## config.mk

```make
export PLATFORM = sky130hd
export DESIGN_NAME = jpeg_rle_block_decoder
export DESIGN_NICKNAME = d
export VERILOG_FILES = /design/src/rtl/jpeg_rle_block_decoder.sv
export SDC_FILE = /design/constraint.sdc
export NUM_CORES = 1
export LEC_CHECK = 0
export BUFFER_PORTS_ARGS = -buffer_cell sky130_fd_sc_hd__buf_2
export CAP_MARGIN = 25
export CORE_MARGIN = 2
export CORE_UTILIZATION = 65
export CTS_BUF_LIST = sky130_fd_sc_hd__clkbuf_4 sky130_fd_sc_hd__clkbuf_8
export CTS_CLUSTER_SIZE = 20
export DETAILED_ROUTE_END_ITERATION = 6
export GPL_TIMING_DRIVEN = 1
export PLACE_DENSITY = 0.88
export SLEW_MARGIN = 30
export SYNTH_ARGS = -nofsm -noshare
export SYNTH_HDL_FRONTEND = slang
export SYNTH_SLANG_ARGS = --single-unit
```

## constraint.sdc

```tcl
create_clock -name clock -period 10.05 [get_ports clock]
set_input_delay 0 -clock clock [delete_from_list [all_inputs] [get_ports clock]]
set_output_delay 0 -clock clock [all_outputs]
set_load 0.01 [all_outputs]
```

## src/rtl/jpeg_rle_block_decoder.sv

```systemverilog
// rtl/jpeg_rle_block_decoder.sv - JPEG run-length symbol to 8x8 coefficient block decoder
module jpeg_rle_block_decoder #(
    parameter int COEF_WIDTH = 12
) (
    input  logic                  clock,
    input  logic                  reset,
    input  logic                  sym_valid,
    output logic                  sym_ready,
    input  logic                  sym_is_dc,
    input  logic [1:0]            sym_comp,
    input  logic [3:0]            sym_run,
    input  logic [3:0]            sym_size,
    input  logic [10:0]           sym_bits,
    input  logic                  pred_clear,
    output logic                  blk_valid,
    input  logic                  blk_ready,
    output logic [COEF_WIDTH-1:0] coef_out,
    output logic [5:0]            coef_index,
    output logic                  blk_last,
    output logic                  error
);

    typedef enum logic [1:0] {
        WAIT_DC = 2'd0,
        AC_FILL = 2'd1,
        DRAIN   = 2'd2
    } state_t;

    // Zigzag position of each raster index (row*8+col)
    localparam logic [5:0] ZZ_OF_RASTER [64] = '{
        6'd0,  6'd1,  6'd5,  6'd6,  6'd14, 6'd15, 6'd27, 6'd28,
        6'd2,  6'd4,  6'd7,  6'd13, 6'd16, 6'd26, 6'd29, 6'd42,
        6'd3,  6'd8,  6'd12, 6'd17, 6'd25, 6'd30, 6'd41, 6'd43,
        6'd9,  6'd11, 6'd18, 6'd24, 6'd31, 6'd40, 6'd44, 6'd53,
        6'd10, 6'd19, 6'd23, 6'd32, 6'd39, 6'd45, 6'd52, 6'd54,
        6'd20, 6'd22, 6'd33, 6'd38, 6'd46, 6'd51, 6'd55, 6'd60,
        6'd21, 6'd34, 6'd37, 6'd47, 6'd50, 6'd56, 6'd59, 6'd61,
        6'd35, 6'd36, 6'd48, 6'd49, 6'd57, 6'd58, 6'd62, 6'd63
    };

    state_t                  state;
    state_t                  state_next;
    logic [6:0]              pos;
    logic [6:0]              pos_next;
    logic [5:0]              idx;
    logic [63:0]             written;
    logic [COEF_WIDTH-1:0]   coef_mem [64];
    logic [COEF_WIDTH-1:0]   pred [3];
    logic                    err_q;

    logic                    accept;
    logic                    is_eob;
    logic                    is_zrl;
    logic [6:0]              target;
    logic [6:0]              zrl_pos;
    logic [1:0]              comp_sel;
    logic [COEF_WIDTH-1:0]   dc_pred;
    logic [COEF_WIDTH-1:0]   dc_value;
    logic [11:0]             lim;
    logic [11:0]             mag;
    logic [11:0]             amp12;
    logic [COEF_WIDTH-1:0]   amp;
    logic                    amp_err;
    logic                    wr_en;
    logic [5:0]              wr_addr;
    logic [COEF_WIDTH-1:0]   wr_data;
    logic                    dc_take;
    logic                    err_set;
    logic                    idx_adv;
    logic [5:0]              rd_addr;

    assign accept   = sym_valid && sym_ready;
    assign is_eob   = (sym_run == 4'd0) && (sym_size == 4'd0);
    assign is_zrl   = (sym_run == 4'd15) && (sym_size == 4'd0);
    assign target   = pos + {3'b000, sym_run};
    assign zrl_pos  = pos + 7'd16;
    assign comp_sel = (sym_comp == 2'd3) ? 2'd2 : sym_comp;
    assign dc_pred  = pred_clear ? '0 : pred[comp_sel];
    assign dc_value = dc_pred + amp;

    // JPEG amplitude: leading 1 means positive, leading 0 means value minus (2^size - 1)
    always_comb begin
        lim     = '0;
        mag     = '0;
        amp12   = '0;
        amp_err = 1'b0;
        if (sym_size > 4'd11) begin
            amp_err = 1'b1;
        end else if (sym_size != 4'd0) begin
            lim = (12'd1 << sym_size) - 12'd1;
            mag = {1'b0, sym_bits} & lim;
            if ((mag & (12'd1 << (sym_size - 4'd1))) != 12'd0)
                amp12 = mag;
            else
                amp12 = mag - lim;
        end
        amp = COEF_WIDTH'($signed(amp12));
    end

    // State register
    always_ff @(posedge clock) begin
        if (reset)
            state <= WAIT_DC;
        else
            state <= state_next;
    end

    // Next-state, symbol handling and handshake outputs
    always_comb begin
        state_next = state;
        pos_next   = pos;
        wr_en      = 1'b0;
        wr_addr    = target[5:0];
        wr_data    = amp;
        dc_take    = 1'b0;
        err_set    = 1'b0;
        sym_ready  = 1'b0;
        blk_valid  = 1'b0;
        idx_adv    = 1'b0;
        case (state)
            WAIT_DC: begin
                sym_ready = !reset;
                if (accept) begin
                    if (sym_is_dc) begin
                        dc_take    = 1'b1;
                        wr_en      = 1'b1;
                        wr_addr    = 6'd0;
                        wr_data    = dc_value;
                        pos_next   = 7'd1;
                        err_set    = amp_err;
                        state_next = AC_FILL;
                    end else begin
                        err_set = 1'b1;
                    end
                end
            end
            AC_FILL: begin
                sym_ready = !reset;
                if (accept) begin
                    if (sym_is_dc) begin
                        err_set = 1'b1;
                    end else if (is_eob) begin
                        state_next = DRAIN;
                    end else if (is_zrl) begin
                        if (zrl_pos > 7'd64) begin
                            err_set    = 1'b1;
                            state_next = DRAIN;
                        end else begin
                            pos_next = zrl_pos;
                            if (zrl_pos == 7'd64)
                                state_next = DRAIN;
                        end
                    end else if (target > 7'd63) begin
                        err_set    = 1'b1;
                        state_next = DRAIN;
                    end else begin
                        wr_en    = 1'b1;
                        err_set  = amp_err;
                        pos_next = target + 7'd1;
                        if (target == 7'd63)
                            state_next = DRAIN;
                    end
                end
            end
            DRAIN: begin
                blk_valid = !reset;
                if (blk_valid && blk_ready) begin
                    idx_adv = 1'b1;
                    if (idx == 6'd63)
                        state_next = WAIT_DC;
                end
            end
            default: state_next = WAIT_DC;
        endcase
    end

    // Position, drain index, written mask, DC predictors and sticky error
    always_ff @(posedge clock) begin
        if (reset) begin
            pos     <= '0;
            idx     <= '0;
            written <= '0;
            err_q   <= 1'b0;
            for (int i = 0; i < 3; i++)
                pred[i] <= '0;
        end else begin
            pos <= pos_next;
            if (idx_adv)
                idx <= idx + 6'd1;
            if (state != WAIT_DC && state_next == WAIT_DC)
                written <= '0;
            else if (wr_en)
                written[wr_addr] <= 1'b1;
            if (err_set)
                err_q <= 1'b1;
            if (pred_clear) begin
                for (int i = 0; i < 3; i++)
                    pred[i] <= '0;
            end
            if (dc_take)
                pred[comp_sel] <= dc_value;
        end
    end

    // Coefficient storage; the written mask makes unwritten entries read as zero
    always_ff @(posedge clock) begin
        if (wr_en)
            coef_mem[wr_addr] <= wr_data;
    end

    assign rd_addr    = ZZ_OF_RASTER[idx];
    assign coef_out   = (blk_valid && written[rd_addr]) ? coef_mem[rd_addr] : '0;
    assign coef_index = idx;
    assign blk_last   = blk_valid && (idx == 6'd63);
    assign error      = err_q;

endmodule

```

==> reports/metrics.csv <==
metric,value,unit
layoutNonFillerInstCount,3977,
grt_pass1_vias,26400,
cp_slowest_cell,buf_4,
min_to,pred[2][0]$_SDFFCE_PN0P_,
die_y,246,um
hold_viol_final,0,
regToRegStartpoint,pos[0]$_SDFFE_PP0P_,
vdd_drop_max,0.143,mV
cp-startpoint,coef_index[1]$_SDFFE_PP0P_,
grt_overflow_total,0,
drt_iter0_markers,3475,
max_stage_delay,0.88,ns
fin_nets,3162,
setup_tns,0,ns
timing.slew.headroom,30.4,%
final-setup-viol-count,0,
antenna_found_initial,3,
route.detailed.drc,0,
worstSkewPairLatency,0.81,ns
totalWireLength,98200,um
num_rows,88,
skew,0.0418,ns
reg2reg_to,coef_mem[44][6]$_DFFE_PP_,
cts-root-buf,clkbuf_8,
fin_crit_sh,66.8,%
leakagePower,14.6,nW
via_count,26200,
synth-edff-count,804,
period_needed,6.72,ns
path_buf_inv,3,
grt_pass1_wl,148000,um
max_freq,149,MHz
cts_resized,0,
ys_async_sr_fraction,0,%
avgViaCountPerCell,6.59,
synth_top_area_share,63.6,%
cpMostUsedCell,mux2i_1,
post_drt_wl_per_cell,24.7,um
cts_tree,done,
status,"complete, no violations",
dp.cells,3711,
synth_area_leaders,"edfxtp_1, nand2_1, mux2i_1",
cts_setup_buffers,0,
core_region_area,0.0577,mm2
ant_nets,0,
syn_area_per_cell,12.6,um2
syn-num-nets,3066,
reg2reg_depth,11,
ys.flop_type,edfxtp_1,
r2r_slack,5.41,ns
worstMarginPinSlew,1.04,ns
crit_required,10.05,ns
start_util,65.8,%
top_level_ports,49,
io_buffers,48,
yosys_warnings,0,
synth.largest_area_cell,edfxtp_1,
die_area,0.0603,mm2
place_congestion,0.902,
gr-usage-all-layers,32.8,%
min_path_type,in -> reg,
grt_max_degree,186,
whs_path_depth,6,
crit_type,reg -> out,
crit_arrival,6.72,ns
start_kind,flip-flop,
crit_fanout,114,
cp_top_family,simple AND/OR/NAND/NOR gates,
p_per_area,178,mW/mm2
firstDrtPassIters,7,
hpwl,56400,um
clk_path_buf_depth,3,
ys_seq_area_share,67.9,%
rsz0062_at_grt,false,
drv_slew,0,
cts_sinks,884,
path_cells,"inv_1, ha_1, nor2_1, o21ai_1, a31o_1, nand2_8, buf_4, mux2i_1, mux2i_1, o22ai_1, nor3_1, o211ai_1, a211oi_2, buf_2",
synth_cells,3009,
end_kind,primary output,
clk_pin_slew,0.06,ns
cts_inserted_buffers,138,
netlist_area,0.0379,mm2
synth-seq-cells,884,
maxCapViolCount,0,
area_growth,10.7,%
drive_gt1_share,13.0,%
ys_types,79,
die_width,246,um
cts_max_level,4,
min_from,sym_bits[0],
area by class of cell:
type	count	area, um2
flip-flops and latches	884	25700
fillers	3455	15700
clock inverters	48	256
multi-input cells	1912	11500
inverters	27	101
well taps	765	957
clock buffers	198	2420
diodes	1	2.50
repair buffers	142	1030
cell usage after synthesis, types with 28 or more instances:
library cell and instances:
edfxtp_1 804, nand2_1 624, nand3_1 220, mux2i_1 203
nor2_1 184, a21oi_1 91, dfxtp_1 80, buf_2 73
clkbuf_1 73, o21a_1 66, nor3_1 39, a311oi_1 36
a32oi_1 35, nand4_1 35, and3_1 31, o21ai_0 30
ha_1 28
worst reg2reg max path, stage by stage, from the launching register on:
cell and delay (ns):
dfxtp_1 0.33, ha_1 0.21, fa_1 0.45, a21o_1 0.19
a21oi_1 0.27, nor2b_1 0.11, xnor2_1 0.32, o311a_1 0.27
nor3b_1 0.20, buf_4 0.22, nand4_1 0.67, nor2_2 0.99
stage by stage:
stage / hold WS, ns / area, um2 / util (%) / total power, W / setup WS, ns
final: 0.0451 / 42000 / 72.8 / 0.00747 / 3.33
after global routing: 0.116 / 42000 / 72.8 / 0.00765 / 2.96
after CTS: 0.0184 / 41900 / 72.7 / 0.00746 / 3.38
after detailed placement: 0.311 / 39100 / 67.8 / 0.00458 / 3.87
after global placement: 0.292 / 39000 / 67.7 / 0.00455 / 4.10
after floorplan: 0.0621 / 37900 / - / 0.00443 / 2.11
sequential cells by signal, summed over array words and instances, names as in the netlist:
signal / flops
coef_index: 6
coef_mem: 768
error: 1
pos: 7
pred: 36
state: 2
written: 64
per-layer routing:
metal | wire (um) | share of wire [%] | track usage [%] | vias up
li1 | - | - | - | 11400
met1 | 34900 | 36 | 40.9 | 12700
met2 | 47200 | 48 | 52.7 | 1806
met3 | 11300 | 11 | 8.34 | 328
met4 | 4830 | 4.9 | 18.0 | 4
met5 | 31 | 0.032 | 0 | -
cell families (layout without fill, tap and decap cells):
kind of cell               count (synthesis)  count (layout)  share of synthesized area, %
other                                      0               1                             0
buffers and inverters                    213             415                          2.75
DFF                                      884             884                          67.9
AOI/OAI and AO/OA                        428             428                          8.17
and+or+nand+nor                         1214            1214                          13.9
xor gates and xnor gates                  35              35                         0.828
adders and majority gates                 30              30                          1.03
muxes                                    205             205                          5.42
cells in the final DEF, fill, tap and decap left out, drive strengths merged, types with 8 or more instances in the layout:
cell,n
edfxtp,804
a31oi,25
a211oi,15
nand2b,8
a311oi,36
nor2,185
xor2,11
a21o,16
nand2,625
xnor2,24
o21a,66
mux2i,203
a21oi,92
dlygate4sd3,17
o22ai,27
nand3,220
clkinv,38
and2,9
o211ai,17
nor2b,16
ha,28
nor3,39
o21ai,34
dfxtp,80
clkbuf,198
inv,30
and3,31
a32oi,35
buf,125
or3,13
nand4,35
where the power goes:
part | switching (W) | internal (W)
Clock | 0.00137 | 0.00158
Sequential | 0.00000478 | 0.00414
Combinational | 0.000295 | 0.0000775
what timing repair did:
| item | in CTS | in global routing |
|---|---|---|
| endpoints found under the setup margin | 0 | 0 |
| hold buffers | 17 | 0 |
| hold endpoints to repair | 20 | 0 |
worst max path at each step:
stage	endpoint	slack, ns	cells after the start
4_1_cts	coef_out[3]	3.38	14
3_3_place_gp	coef_mem[56][10]$_DFFE_PP_	4.10	25
5_1_grt	coef_out[5]	2.96	14
6_report	coef_out[5]	3.33	14
2_1_floorplan	coef_mem[0][10]$_DFFE_PP_	2.11	25
3_5_place_dp	coef_mem[60][10]$_DFFE_PP_	3.87	25
Power figures use the tool's default switching activity.
